`src/rtl/fetch_queue.sv`:
```
// Dual-issue fetch queue: buffers up to two {PC, IR} pairs per cycle in program
// order and presents the two oldest entries to decode/dispatch.
module fetch_queue #(
  parameter int DEPTH = 8,
  parameter int XLEN  = 32
) (
  input  logic                     FQ_CLK,
  input  logic                     FQ_RST,
  input  logic                     FQ_FLUSH,
  input  logic                     FQ_IN_VALID0,
  input  logic                     FQ_IN_VALID1,
  input  logic [XLEN-1:0]          FQ_IN_PC0,
  input  logic [XLEN-1:0]          FQ_IN_PC1,
  input  logic [XLEN-1:0]          FQ_IN_IR0,
  input  logic [XLEN-1:0]          FQ_IN_IR1,
  output logic                     FQ_PC_LD,
  output logic                     FQ_OUT_VALID0,
  output logic                     FQ_OUT_VALID1,
  output logic [XLEN-1:0]          FQ_OUT_PC0,
  output logic [XLEN-1:0]          FQ_OUT_PC1,
  output logic [XLEN-1:0]          FQ_OUT_IR0,
  output logic [XLEN-1:0]          FQ_OUT_IR1,
  input  logic [1:0]               FQ_DEQ_CNT,
  output logic [$clog2(DEPTH):0]   FQ_COUNT
);

  localparam int AW = $clog2(DEPTH);
  localparam int CW = AW + 1;

  logic [XLEN-1:0] pc_mem [DEPTH];
  logic [XLEN-1:0] ir_mem [DEPTH];
  logic [AW-1:0]   head;
  logic [AW-1:0]   tail;
  logic [AW-1:0]   head1;
  logic [AW-1:0]   tail1;
  logic [CW-1:0]   count;
  logic [1:0]      enq_n;
  logic [1:0]      deq_req;
  logic [1:0]      deq_n;

  // Handshake: a pair is taken on an edge where FQ_IN_VALID0 and FQ_PC_LD are both
  // high (slot 1 rides along when FQ_IN_VALID1 is also high); otherwise the fetch
  // side re-presents it. The consumer retires FQ_DEQ_CNT entries, clipped to the
  // valid ones, on every edge.
  assign head1 = head + AW'(1);
  assign tail1 = tail + AW'(1);

  assign FQ_PC_LD      = (count <= CW'(DEPTH - 2));
  assign FQ_OUT_VALID0 = (count >= CW'(1));
  assign FQ_OUT_VALID1 = (count >= CW'(2));
  assign FQ_OUT_PC0    = pc_mem[head];
  assign FQ_OUT_PC1    = pc_mem[head1];
  assign FQ_OUT_IR0    = ir_mem[head];
  assign FQ_OUT_IR1    = ir_mem[head1];
  assign FQ_COUNT      = count;

  always_comb begin
    enq_n = 2'd0;
    if (FQ_PC_LD && FQ_IN_VALID0) begin
      enq_n = FQ_IN_VALID1 ? 2'd2 : 2'd1;
    end
  end

  always_comb begin
    deq_req = (FQ_DEQ_CNT == 2'd3) ? 2'd2 : FQ_DEQ_CNT;
    deq_n   = deq_req;
    if (CW'(deq_req) > count) begin
      deq_n = count[1:0];
    end
  end

  always_ff @(posedge FQ_CLK or posedge FQ_RST) begin
    if (FQ_RST) begin
      head  <= '0;
      tail  <= '0;
      count <= '0;
      for (int i = 0; i < DEPTH; i++) begin
        pc_mem[i] <= '0;
        ir_mem[i] <= '0;
      end
    end else if (FQ_FLUSH) begin
      head  <= '0;
      tail  <= '0;
      count <= '0;
    end else begin
      if (enq_n != 2'd0) begin
        pc_mem[tail] <= FQ_IN_PC0;
        ir_mem[tail] <= FQ_IN_IR0;
      end
      // Slot 1 goes to tail+1, which wraps to entry 0 from the last entry.
      if (enq_n == 2'd2) begin
        pc_mem[tail1] <= FQ_IN_PC1;
        ir_mem[tail1] <= FQ_IN_IR1;
      end
      tail  <= tail + AW'(enq_n);
      head  <= head + AW'(deq_n);
      count <= count + CW'(enq_n) - CW'(deq_n);
    end
  end

endmodule

```
`config.mk`:
```
export PLATFORM = sky130hd
export DESIGN_NAME = fetch_queue
export DESIGN_NICKNAME = d
export VERILOG_FILES = /design/src/rtl/fetch_queue.sv
export SDC_FILE = /design/constraint.sdc
export NUM_CORES = 2
export LEC_CHECK = 0
export BUFFER_PORTS_ARGS = -buffer_cell sky130_fd_sc_hd__clkbuf_2
export CORE_UTILIZATION = 35
export DETAILED_ROUTE_END_ITERATION = 7
export GPL_ROUTABILITY_DRIVEN = 0
export PLACE_DENSITY = 0.63
export SYNTH_ARGS = -nofsm -noshare
export SYNTH_HDL_FRONTEND = slang
export SYNTH_SLANG_ARGS = --single-unit
```
`constraint.sdc`:
```
create_clock -name FQ_CLK -period 20 [get_ports FQ_CLK]
set_input_delay 4 -clock FQ_CLK [delete_from_list [all_inputs] [get_ports FQ_CLK]]
set_output_delay 4 -clock FQ_CLK [all_outputs]
set_load 0.02 [all_outputs]
```
==> metrics.md <==
| Metric | Value |
|---|---|
| EDFF count, synth | `0` |
| Clk_lat worst skew | `0.63 ns` |
| Fin nets | `between 2000 and 3000` |
| Achievable Freq | `121 MHz` |
| Worst r2r src | `tail[0]` |
| Die W | `303 µm` |
| LEAKAGE | `13.4 nW` |
| Critical path's slowest cell | `buf_4` |
| Die footprint | `91700 µm²` |
| Final Hold Fails | `0` |
| Cts hold-fix bufs | `0` |
| CTS tree | `done` |
| Initial antenna violation count | `9` |
| Final Skew | `between 0.06 and 0.07 ns` |
| Port bufs | `269` |
| Post-route DRC | `0` |
| Status | `completed` |
| PostCTS Resize Cnt | `0` |
| Asr flop ratio synth | `100%` |
| WP buf/inv | `3` |
| Worst-margin pin slew | `1.29 ns` |
| Max Slew Vio Count | `0` |
| Most used DFF post-synth | `dfrtp_1` |
| Slew headroom | `14.1%` |
| Syn Area/Cell | `about 12 µm²` |
| Startpoint type of the worst setup path | `flip-flop` |
| RSZ-0062 raised after global routing | `no` |
| Kind of end point of the critical path | `primary output` |
| Clk pwr share | `a little under a fifth` |
| Setup TNS Final | `0 ns` |
| YS warnings | `0` |
| Power Internal | `3.91 mW` |
| Synth Instances | `2645` |
| CP Cell Sequence | `buf_4 > buf_4 > mux4_2 > mux2_2 > clkbuf_2` |
| Pwr dens | `184 nW/µm²` |
| CP required | `16.00 ns` |
| Die Span Y | `303 µm` |
| Sequential power share | `between 20% and 30%` |
| Util after Layout | `40.4%` |
| Place WS | `12.29 ns` |
| Max incr delay on CP | `about 0.9 ns` |
| Hold endpoint | `pc_mem[21]` |
| CTS Buffer Depth | `3` |
| Sw frac | `40.6%` |
| Htree depth | `3` |
| Fillers | `8436` |
| Critical Path AT | `4.25 ns` |
| DRT Wirelength | `117000 µm` |
| Register area share after synthesis | `between 40% and 50%` |
| Vias in the first global route | `26300` |
| Worst R2R Setup Slack | `16.04 ns` |
| First drt pass iteration count | `5` |
| Clock sinks | `522` |
| Crit path time final | `8.25 ns` |
| Max Cap Viol | `0` |
| Cell variety after synth | `52` |
| Sw Pwr | `2.68 mW` |
| Worst R2R End | `pc_mem[242]` |
| Initial DRC count | `between 3000 and 4000` |
| Global-route wire length before repair | `approximately 170000 µm` |
| Clock root cell | `clkbuf_16` |
| Detail Placement HPWL | `between 60000 and 70000 µm` |
| Crit Path Class | `flip-flop to primary output` |
| Crit share post-route | `around two fifths` |
| Final setup vio count | `0` |
| Core Area | `88900 µm²` |
| Largest net degree at the start of global routing | `approximately 120` |
| Routed via count | `26000` |
| Via/cell ratio | `roughly 6.6` |
| Seq cells post-synth | `522` |
| Max IR drop VDD | `0.000155 V` |
| # IOs | `270` |
| Average routed wire per standard cell | `29.6 µm` |
| Post-CTS setup buffers | `0` |
| Fraction of layout cells with a size suffix above 1 | `around 47%` |
| Total power | `6.59 mW` |
| Post-synthesis cell area | `31700 µm²` |
| Comb pwr share | `roughly 52%` |
| TritonCTS Buffers | `67` |
| HP Start | `pc_mem[21]` |
| Worst-path maximum fanout | `62` |
| Area Growth Syn to Fin | `13.3%` |
| Hold Path Class | `flip-flop to flip-flop` |
| Global Route Usage Sum | `between 20% and 30%` |
| Fin worst setup slack | `11.75 ns` |
| Hold path cells | `1` |
| Initial core utilization | `between 30% and 40%` |
| Most common cell on crit path | `buf_4` |
| GR Overflow Total | `0` |
| Final ANT Viol Nets | `0` |
| Clock slew at reported path FFs | `0.06 ns` |
| Mapped Nets | `~2800` |
| CP delay by family, top | `buffers and inverters` |
| Worst Reg2Reg Path Length in Cells | `6` |
| Row count | `109` |
## power groups by stage
stage	clock, mW	sequential, mW	combinational (mW)
floorplan	0	1.74	2.54
global placement	0	1.90	3.37
detailed placement	0	1.91	3.41
CTS	1.27	1.90	3.42
global route	1.32	1.97	3.60
finish	1.25	1.92	3.42
## cell families (layout without fill, tap and decap cells)
family                   after synthesis  in the layout  share of synthesized area [%]
other                                  0              5                              0
AND/OR/NAND/NOR                      799            799                           10.8
buffers and inverters                316            457                           4.87
multiplexers                         385            385                           22.8
adder cells (fa/ha/maj)               17             17                          0.767
AO/OA/AOI/OAI                        599            599                           19.3
XOR/XNOR                               7              7                          0.194
flip-flops                           522            522                           41.3
## worst max-delay path by stage
stage	from	endpoint	slack, ns	depth (start not counted)
after global placement	head[0]	FQ_OUT_IR0[8]	12.37	5
final	head[0]	FQ_OUT_IR1[4]	11.75	5
after detailed placement	head[0]	FQ_OUT_IR1[12]	12.29	5
after floorplan	FQ_RST	FQ_COUNT[0]	1.42	1
after CTS	head[0]	FQ_OUT_IR1[12]	11.68	5
after global routing	head[0]	FQ_OUT_IR1[4]	11.44	5
## cell usage in the layout, fill, tap and decap left out, types with 7 or more instances in the layout
master     count
clkinv_2       7
nor2_1       101
ha_1          11
mux4_2       256
nor3_1        66
a211oi_1      32
nand2_1      518
o221a_1       38
clkbuf_2     268
nor3b_1       32
clkbuf_1      13
nor2b_1       10
mux2_2       128
a221oi_1      32
dfrtp_1      519
clkbuf_8      18
o221a_2      410
a21oi_1       65
inv_1          7
buf_4         59
a21oi_4        7
or2_2         33
clkbuf_16     67
o21ai_0        9
## cells in the mapped netlist (8+ instances only)
library cell	number	share of area, %
a211oi_1	32	0.76
a21oi_1	65	1.0
a221oi_1	32	0.89
buf_1	59	0.70
buf_2	51	0.81
buf_8	24	1.1
clkbuf_1	170	2.0
dfrtp_1	522	41
ha_1	13	0.51
inv_1	8	0.095
mux2_2	128	4.6
mux4_2	256	18
nand2_1	521	6.2
nand3_1	8	0.13
nor2_1	102	1.2
nor2b_1	10	0.20
nor3_1	66	1.0
nor3b_1	32	0.76
o21ai_0	9	0.14
o221a_1	38	1.4
o221a_2	410	15
or2_2	33	0.65
## layout make-up
class / count / area [µm²] / share of cell area [%]
Inverter: 8 / 37.5 / 0.105
Antenna cell: 5 / 12.5 / 0.0349
Tap cell: 1165 / 1460 / 4.06
Sequential cell: 522 / 13100 / 36.4
Multi-Input combinational cell: 1807 / 17200 / 47.9
Clock inverter: 22 / 324 / 0.903
Clock buffer: 98 / 1970 / 5.50
Timing Repair Buffer: 329 / 1820 / 5.06
## per-layer routing
layer	part of all wire, %	vias up	GRT usage (%)
li1	-	10600	-
met1	40	13400	33.9
met2	46	1592	39.7
met3	10	322	5.90
met4	3.6	10	10.2
met5	0.15	-	0.932
## flip-flops by register name, summed over array words and instances (netlist names)
name      flops
pc_mem      256
head          3
ir_mem      256
tail          3
FQ_COUNT      4
## stage by stage
stage	hold WS (ns)	cell area, µm²	cells
after global routing	0.583	35900	3955
after CTS	0.573	35900	3951
after global placement	0.550	33600	3831
after floorplan	0.526	31700	2645
final	0.573	35900	3956
after detailed placement	0.560	33600	3831
No activity file was read; power rests on OpenSTA's default activity.
